File: src/rtl/noaa_pkg.sv
// Shared definitions for the NOAA statistics engine: defaults, output-select codes,
// the width helper and the sequencing state type.
package noaa_pkg;

   localparam int TEMP_WIDTH_DEF = 12;
   localparam int N_SAMPLES_DEF  = 14;

   localparam logic AVG = 1'b0;
   localparam logic SD  = 1'b1;

   function automatic int clog2(input int value);
      int result;
      result = 0;
      for (int i = 0; i < 31; i++) begin
         if ((1 << i) < value) begin
            result = i + 1;
         end
      end
      return result;
   endfunction

   typedef enum logic [2:0] {
      IDLE,
      UPDATE,
      DIV_MEAN,
      DIV_SQ,
      VAR,
      SQRT,
      FIN
   } state_e;

endpackage

File: src/rtl/noaa_stats_engine_seq_divider.sv
// Restoring unsigned divider, one quotient bit per cycle. The first bit is resolved on
// the start edge, so the quotient is valid (done pulses) exactly W cycles after start.
module seq_divider
   import noaa_pkg::*;
#(
   parameter int W = 28
) (
   input  logic         clk,
   input  logic         srst,
   input  logic         start,
   input  logic [W-1:0] dividend,
   input  logic [W-1:0] divisor,
   output logic         busy,
   output logic         done,
   output logic [W-1:0] quotient
);

   localparam int CNTW = clog2(W + 1);

   logic [W-1:0]    rem_q, rem_d;
   logic [W-1:0]    quo_q, quo_d;
   logic [W-1:0]    dvs_q, dvs_d;
   logic [CNTW-1:0] cnt_q, cnt_d;
   logic            done_q, done_d;

   logic [W-1:0] src_rem;
   logic [W-1:0] src_quo;
   logic [W-1:0] src_dvs;
   logic [W:0]   trial;
   logic         q_bit;

   always_comb begin
      src_rem = start ? '0 : rem_q;
      src_quo = start ? dividend : quo_q;
      src_dvs = start ? divisor : dvs_q;
      trial   = {src_rem, src_quo[W-1]};
      q_bit   = 1'b0;
      rem_d   = rem_q;
      quo_d   = quo_q;
      dvs_d   = dvs_q;
      cnt_d   = cnt_q;
      done_d  = 1'b0;
      if (start || (cnt_q != '0)) begin
         if (trial >= {1'b0, src_dvs}) begin
            rem_d = W'(trial - {1'b0, src_dvs});
            q_bit = 1'b1;
         end else begin
            rem_d = trial[W-1:0];
         end
         quo_d  = {src_quo[W-2:0], q_bit};
         dvs_d  = src_dvs;
         cnt_d  = start ? CNTW'(W - 1) : cnt_q - 1'b1;
         done_d = (cnt_d == '0);
      end
   end

   always_ff @(posedge clk) begin
      if (srst) begin
         rem_q  <= '0;
         quo_q  <= '0;
         dvs_q  <= '0;
         cnt_q  <= '0;
         done_q <= 1'b0;
      end else begin
         rem_q  <= rem_d;
         quo_q  <= quo_d;
         dvs_q  <= dvs_d;
         cnt_q  <= cnt_d;
         done_q <= done_d;
      end
   end

   assign busy     = (cnt_q != '0);
   assign done     = done_q;
   assign quotient = quo_q;

endmodule

File: src/rtl/noaa_stats_engine.sv
// Self-timed temperature sampler keeping a sliding window of N_SAMPLES readings and
// reporting its floor mean and floor population standard deviation.
module noaa_stats_engine
   import noaa_pkg::*;
#(
   parameter int TEMP_WIDTH    = TEMP_WIDTH_DEF,
   parameter int N_SAMPLES     = N_SAMPLES_DEF,
   parameter int SAMPLE_PERIOD = 128
) (
   input  logic                  CLK,
   input  logic                  RESET,
   input  logic                  MODE,
   input  logic [TEMP_WIDTH-1:0] TN,
   output logic                  SAMPLE,
   output logic                  DONE,
   output logic                  FULL,
   output logic [TEMP_WIDTH-1:0] AVG_SD
);

   localparam int CW    = clog2(N_SAMPLES + 1);
   localparam int SUM_W = TEMP_WIDTH + CW;
   localparam int SQ_W  = 2 * TEMP_WIDTH + CW;
   localparam int LAT   = 2 * SQ_W + TEMP_WIDTH + 3;
   localparam int PW    = clog2(SAMPLE_PERIOD);
   localparam int PTRW  = clog2(N_SAMPLES);
   localparam int SCW   = clog2(TEMP_WIDTH) + 1;

   generate
      if (SAMPLE_PERIOD <= LAT + 1) begin : g_bad_period
         $error("SAMPLE_PERIOD must exceed LAT+1");
      end
      if ((N_SAMPLES < 2) || (N_SAMPLES > 64)) begin : g_bad_depth
         $error("N_SAMPLES must lie in 2..64");
      end
   endgenerate

   state_e state_q, state_d;

   logic [PW-1:0]           per_q, per_d;
   logic [PTRW-1:0]         wp_q, wp_d;
   logic [CW-1:0]           count_q, count_d;
   logic [SUM_W-1:0]        sum_q, sum_d;
   logic [SQ_W-1:0]         sumsq_q, sumsq_d;
   logic [TEMP_WIDTH-1:0]   tn_q, tn_d;
   logic                    old_ok_q, old_ok_d;
   logic [TEMP_WIDTH-1:0]   mean_q, mean_d;
   logic [SQ_W-1:0]         qsq_q, qsq_d;
   logic [2*TEMP_WIDTH-1:0] rad_q, rad_d;
   logic [TEMP_WIDTH:0]     rem_q, rem_d;
   logic [TEMP_WIDTH-1:0]   root_q, root_d;
   logic [SCW-1:0]          sqc_q, sqc_d;
   logic [TEMP_WIDTH-1:0]   avg_q, avg_d;
   logic [TEMP_WIDTH-1:0]   sd_q, sd_d;

   logic [TEMP_WIDTH-1:0] mem_q [N_SAMPLES];
   logic [TEMP_WIDTH-1:0] rd_q;
   logic                  mem_we;

   logic                  sample_w;
   logic                  full_w;
   logic [TEMP_WIDTH-1:0] old_w;
   logic [SQ_W-1:0]       tn_ext, old_ext, mean_ext;
   logic [TEMP_WIDTH+2:0] rem_sh;
   logic [TEMP_WIDTH+2:0] trial;
   logic [TEMP_WIDTH-1:0] root_n;

   logic            div_start;
   logic [SQ_W-1:0] div_dividend;
   logic [SQ_W-1:0] div_divisor;
   logic            div_busy;
   logic            div_done;
   logic [SQ_W-1:0] div_quo;
   logic            div_fin;

   seq_divider #(
      .W(SQ_W)
   ) u_div (
      .clk     (CLK),
      .srst    (RESET),
      .start   (div_start),
      .dividend(div_dividend),
      .divisor (div_divisor),
      .busy    (div_busy),
      .done    (div_done),
      .quotient(div_quo)
   );

   assign sample_w = (per_q == '0) && !RESET;
   assign full_w   = (count_q == CW'(N_SAMPLES));
   assign div_fin  = div_done && !div_busy;
   // The slot under the pointer only holds a live sample once the window has filled.
   assign old_w    = old_ok_q ? rd_q : '0;
   assign tn_ext   = SQ_W'(tn_q);
   assign old_ext  = SQ_W'(old_w);
   assign mean_ext = SQ_W'(mean_q);

   always_ff @(posedge CLK) begin
      if (RESET) begin
         state_q <= IDLE;
      end else begin
         state_q <= state_d;
      end
   end

   always_comb begin
      state_d = state_q;
      case (state_q)
         IDLE:     if (sample_w) state_d = UPDATE;
         UPDATE:   state_d = DIV_MEAN;
         DIV_MEAN: if (div_fin) state_d = DIV_SQ;
         DIV_SQ:   if (div_fin) state_d = VAR;
         VAR:      state_d = SQRT;
         SQRT:     if (sqc_q == SCW'(TEMP_WIDTH - 1)) state_d = FIN;
         FIN:      state_d = IDLE;
         default:  state_d = IDLE;
      endcase
   end

   always_comb begin
      per_d        = (per_q == PW'(SAMPLE_PERIOD - 1)) ? '0 : per_q + 1'b1;
      wp_d         = wp_q;
      count_d      = count_q;
      sum_d        = sum_q;
      sumsq_d      = sumsq_q;
      tn_d         = tn_q;
      old_ok_d     = old_ok_q;
      mean_d       = mean_q;
      qsq_d        = qsq_q;
      rad_d        = rad_q;
      rem_d        = rem_q;
      root_d       = root_q;
      sqc_d        = sqc_q;
      avg_d        = avg_q;
      sd_d         = sd_q;
      mem_we       = 1'b0;
      div_start    = 1'b0;
      div_dividend = '0;
      div_divisor  = '0;
      rem_sh       = {rem_q, rad_q[2*TEMP_WIDTH-1 -: 2]};
      trial        = {1'b0, root_q, 2'b01};
      root_n       = root_q << 1;

      if (sample_w) begin
         tn_d     = TN;
         old_ok_d = full_w;
      end

      case (state_q)
         UPDATE: begin
            sum_d        = sum_q + SUM_W'(tn_q) - SUM_W'(old_w);
            sumsq_d      = sumsq_q + tn_ext * tn_ext - old_ext * old_ext;
            mem_we       = 1'b1;
            wp_d         = (wp_q == PTRW'(N_SAMPLES - 1)) ? '0 : wp_q + 1'b1;
            count_d      = full_w ? count_q : count_q + 1'b1;
            div_start    = 1'b1;
            div_dividend = SQ_W'(sum_d);
            div_divisor  = SQ_W'(count_d);
         end
         DIV_MEAN: begin
            if (div_fin) begin
               mean_d       = TEMP_WIDTH'(div_quo);
               div_start    = 1'b1;
               div_dividend = sumsq_q;
               div_divisor  = SQ_W'(count_q);
            end
         end
         DIV_SQ: begin
            if (div_fin) begin
               qsq_d = div_quo;
            end
         end
         VAR: begin
            rad_d  = (2*TEMP_WIDTH)'(qsq_q - mean_ext * mean_ext);
            rem_d  = '0;
            root_d = '0;
            sqc_d  = '0;
         end
         SQRT: begin
            // One root bit per cycle from the radicand's top bit pair.
            if (rem_sh >= trial) begin
               rem_d  = (TEMP_WIDTH+1)'(rem_sh - trial);
               root_n = (root_q << 1) | TEMP_WIDTH'(1);
            end else begin
               rem_d  = rem_sh[TEMP_WIDTH:0];
            end
            root_d = root_n;
            rad_d  = rad_q << 2;
            sqc_d  = sqc_q + 1'b1;
            if (sqc_q == SCW'(TEMP_WIDTH - 1)) begin
               avg_d = mean_q;
               sd_d  = root_n;
            end
         end
         default: ;
      endcase
   end

   always_ff @(posedge CLK) begin
      if (RESET) begin
         per_q    <= '0;
         wp_q     <= '0;
         count_q  <= '0;
         sum_q    <= '0;
         sumsq_q  <= '0;
         tn_q     <= '0;
         old_ok_q <= 1'b0;
         mean_q   <= '0;
         qsq_q    <= '0;
         rad_q    <= '0;
         rem_q    <= '0;
         root_q   <= '0;
         sqc_q    <= '0;
         avg_q    <= '0;
         sd_q     <= '0;
      end else begin
         per_q    <= per_d;
         wp_q     <= wp_d;
         count_q  <= count_d;
         sum_q    <= sum_d;
         sumsq_q  <= sumsq_d;
         tn_q     <= tn_d;
         old_ok_q <= old_ok_d;
         mean_q   <= mean_d;
         qsq_q    <= qsq_d;
         rad_q    <= rad_d;
         rem_q    <= rem_d;
         root_q   <= root_d;
         sqc_q    <= sqc_d;
         avg_q    <= avg_d;
         sd_q     <= sd_d;
      end
   end

   // Window storage: clearing count on reset empties it, so the array itself needs no reset.
   always_ff @(posedge CLK) begin
      if (mem_we) begin
         mem_q[wp_q] <= tn_q;
      end
      rd_q <= mem_q[wp_q];
   end

   assign SAMPLE = sample_w;
   assign DONE   = (state_q == FIN) && !RESET;
   assign FULL   = full_w;
   assign AVG_SD = (MODE == SD) ? sd_q : avg_q;

endmodule

File: config.mk
export PLATFORM = sky130hd
export DESIGN_NAME = noaa_stats_engine
export DESIGN_NICKNAME = d
export VERILOG_FILES = /design/src/rtl/noaa_pkg.sv /design/src/rtl/noaa_stats_engine_seq_divider.sv /design/src/rtl/noaa_stats_engine.sv
export SDC_FILE = /design/constraint.sdc
export NUM_CORES = 2
export LEC_CHECK = 0
export BUFFER_PORTS_ARGS = -buffer_cell sky130_fd_sc_hd__buf_2
export CAP_MARGIN = 10
export CORE_MARGIN = 8
export CORE_UTILIZATION = 50
export DETAILED_ROUTE_END_ITERATION = 16
export PLACE_DENSITY = 0.65
export SETUP_SLACK_MARGIN = 0.5
export SLEW_MARGIN = 25
export SYNTH_ARGS = -nofsm -noshare
export SYNTH_HDL_FRONTEND = slang
export SYNTH_HIERARCHICAL = 1
export SYNTH_SLANG_ARGS = --single-unit
File: constraint.sdc
create_clock -name CLK -period 9 [get_ports CLK]
set_input_delay 1.35 -clock CLK [delete_from_list [all_inputs] [get_ports CLK]]
set_output_delay 1.35 -clock CLK [all_outputs]
set_load 0.005 [all_outputs]
==> results.json <==
{
  "clk_latency_ps": 640,
  "wl_per_cell_um": 18.0,
  "cts_setup_buffers": 0,
  "final.setup.tns_ps": 0,
  "cp-start-kind": "flip-flop",
  "skew_ps": 59.8,
  "rsz0062_at_grt": "false",
  "synth_seq_cells": 459,
  "finalHoldViolations": 0,
  "die_area_um2": 80300,
  "cts_resized": 0,
  "synth_cell_type_count": 102,
  "outcome": "completed",
  "seq_area_frac_synth_pct": 30.4,
  "cts_tree": "yes",
  "ir_worst_vdd_mv": 0.241,
  "io_buffer_count": 29,
  "synthTopCellsByCount": "inv_1, nand2_1, fa_1, dfxtp_1, a21oi_1",
  "synth.most_common_cell": "inv_1",
  "critPathCaptureType": "flip-flop",
  "min_period_over_period_pct": 86.1,
  "worstSetupPathType": "reg2reg",
  "cts_hold_buf": 0,
  "fill_cells": 6435,
  "netlist_top_cells_area": "fa_1, dfxtp_1, edfxtp_1, ha_1, inv_1",
  "cts_sinks": 459,
  "cap_violations": 0,
  "fp.dieH_um": 283,
  "antenna_found_initial": 2,
  "drt-total-wl_mm": 85.9,
  "yosys_warnings": 6,
  "worst_ep_arrival_time_ps": 8220,
  "gr-total-overflow": 0,
  "synth_top_area_cell": "fa_1",
  "viasPerCell": 5.39,
  "core-area_um2": 71100,
  "vias": 25800,
  "drt_iter0_markers": 1531,
  "synthFlopType": "dfxtp_1",
  "finalCriticalPeriod_ps": 7750,
  "dp_hpwl_mm": 63.5,
  "postSynthAreaPerCell_um2": 9.41,
  "utilization_pct": 54.5,
  "cts_buffers": 51,
  "cts_root_buf": "clkbuf_16",
  "fin_nets": 4396,
  "dr.pass1.iters": 7,
  "syn-instance-count": 3799,
  "ant_nets": 0,
  "cp_slowest_cell": "dfxtp_1",
  "routabilityCongestion": 0.880,
  "p_per_area_nw_per_um2": 233,
  "ys_async_sr_fraction_pct": 0,
  "start_util_pct": 50.3,
  "p_leak_nw": 16.6,
  "fp.dieW_um": 283,
  "grt_pass1_wl_mm": 140,
  "fin_area_um2": 38700,
  "hp-class": "reg2reg",
  "synth_top_cell_area_share_pct": 19.4,
  "cpMostUsedCell": "fa_1",
  "syn_to_final_growth_pct": 8.40,
  "setup-violations-final": 0,
  "relSlewSlack_pct": 28.6,
  "critPathMaxFanout": 22,
  "worst_pin_slew_ps": 1070,
  "crit_path_max_incr_delay_ps": 850,
  "h-tree-depth": 2,
  "clk_pin_slew_ps": 60,
  "grt_pass1_vias": 25800,
  "grt_max_degree": 159,
  "slew_violations": 0,
  "rows": 98,
  "drc": 0,
  "required_ps": 9480,
  "ios": 30,
  "clk_path_buf_depth": 3,
  "fmaxAchievable_ghz": 0.129,
  "drive_above_1_share_pct": 7.75,
  "placed_cell_area_um2": 36900,
  "synth_edf_count": 168,
  "diodes": 0,
  "syn_area_um2": 35700,
  "path_cells": "clkinv_1, nor2_1, fa_1, inv_1, fa_1, inv_1, fa_1, fa_1, fa_1, fa_1, inv_1, fa_1, inv_1, ha_1, and4_1, nand2_1, a21oi_1, o311a_1, nor3_2, or3_1, a21oi_1, mux2_1",
  "track_usage_pct": 21.3
}
[per-stage QoR]
step | setup WS [ps] | std cells | hold WS [ps] | power, W
after floorplan | 2290 | 3841 | 420 | 0.00581
after global placement | 1520 | 4683 | 440 | 0.00676
after detailed placement | 1430 | 4684 | 443 | 0.00678
after CTS | 1350 | 4780 | 451 | 0.00904
after global routing | 926 | 4780 | 464 | 0.00965
final | 1250 | 4780 | 449 | 0.00903
[registers in the layout, summed over array words and instances (netlist names), 13 cells and up]
signal,count
rad_q,24
qsq_q,24
u_div/rem_q,28
u_div/quotient,28
mem_q,168
sumsq_q,28
rem_q,13
sum_q,16
u_div/dvs_q,28
[worst paths after layout]
| path | cells after the start | end | start | slack, ps |
|---|---|---|---|---|
| setup / recovery | 22 | sumsq_q[27]$_SDFFE_PP0P_ | tn_q[0]$_SDFFE_PP0P_ | 1250 |
| setup reg to reg | 22 | sumsq_q[27]$_SDFFE_PP0P_ | tn_q[0]$_SDFFE_PP0P_ | 1250 |
| hold reg to reg | 2 | sd_q[11]$_SDFFE_PP0P_ | sd_q[11]$_SDFFE_PP0P_ | 450 |
| hold / removal | 2 | sd_q[11]$_SDFFE_PP0P_ | sd_q[11]$_SDFFE_PP0P_ | 450 |
[routing by layer]
layer / vias to the layer above / track usage [%] / share of wire [%]
met3: 128 / 2.57 / 4.5
met5: - / 0 / 0
met2: 601 / 35.5 / 48
met1: 12600 / 29.4 / 45
met4: 0 / 5.54 / 2.4
li1: 12400 / - / -
[worst max-delay path: cells and delay by family (launching register included)]
family | cells | cell delay (ps)
adders and majority gates | 8 | 3860
DFF | 1 | 850
buffers and inverters | 5 | 790
AOI/OAI and AO/OA | 3 | 640
muxes | 1 | 330
and+or+nand+nor | 5 | 1120
[area by class of cell]
type                    instances  area (um^2)  area share [%]
multi-input cells            2610        22200            57.2
flip-flops and latches        459        10900            28.1
inverters                     598         2240            5.79
clock buffers                  68         1420            3.66
well taps                     950         1190            3.07
repair buffers                 67          465            1.20
clock inverters                28          398            1.03
[cells in the final DEF (no fill, tap or decap), types with 9 or more instances in the layout]
| master | synthesis | final |
|---|---|---|
| o21ai_0 | 65 | 65 |
| conb_1 | 1 | 43 |
| clkbuf_16 | 0 | 51 |
| o21ai_1 | 24 | 24 |
| fa_1 | 347 | 347 |
| o21bai_1 | 9 | 9 |
| edfxtp_1 | 168 | 168 |
| ha_1 | 247 | 247 |
| xnor2_1 | 76 | 76 |
| a211oi_1 | 26 | 26 |
| nand2_1 | 541 | 540 |
| mux4_2 | 48 | 48 |
| a31oi_1 | 21 | 21 |
| mux2_2 | 28 | 28 |
| a21oi_1 | 280 | 280 |
| buf_2 | 11 | 28 |
| nor3_1 | 31 | 24 |
| nand3_1 | 61 | 60 |
| nand2b_1 | 21 | 21 |
| nor2_2 | 2 | 10 |
| o21a_1 | 14 | 14 |
| or3_1 | 15 | 14 |
| and3_1 | 48 | 48 |
| xor2_1 | 49 | 49 |
| inv_1 | 590 | 590 |
| mux2i_1 | 42 | 42 |
| a21o_1 | 60 | 60 |
| o211ai_1 | 17 | 17 |
| clkbuf_1 | 143 | 9 |
| nor2_1 | 245 | 236 |
| dfxtp_1 | 291 | 288 |
| nor2b_1 | 41 | 40 |
| and2_1 | 37 | 37 |
| buf_4 | 5 | 36 |
[logic make-up (layout without fill, tap and decap cells)]
logic type               after synthesis  after routing  share of synthesized area, %
XOR/XNOR                             125            125                          3.06
flip-flops                           459            459                          30.4
AO/OA/AOI/OAI                        633            633                          11.4
buffers and inverters                772            761                          8.28
other                                  1             43                        0.0105
AND/OR/NAND/NOR                     1093           1093                          13.6
adder cells (fa/ha/maj)              596            596                          28.1
multiplexers                         120            120                          5.18
[where the power goes]
part / switching [W] / internal [W] / leakage, nW
Combinational: 0.00260 / 0.00178 / 11.8
Clock: 0.000922 / 0.00130 / 0.872
Sequential: 0.000144 / 0.00228 / 3.91
Power figures use the tool's default switching activity.
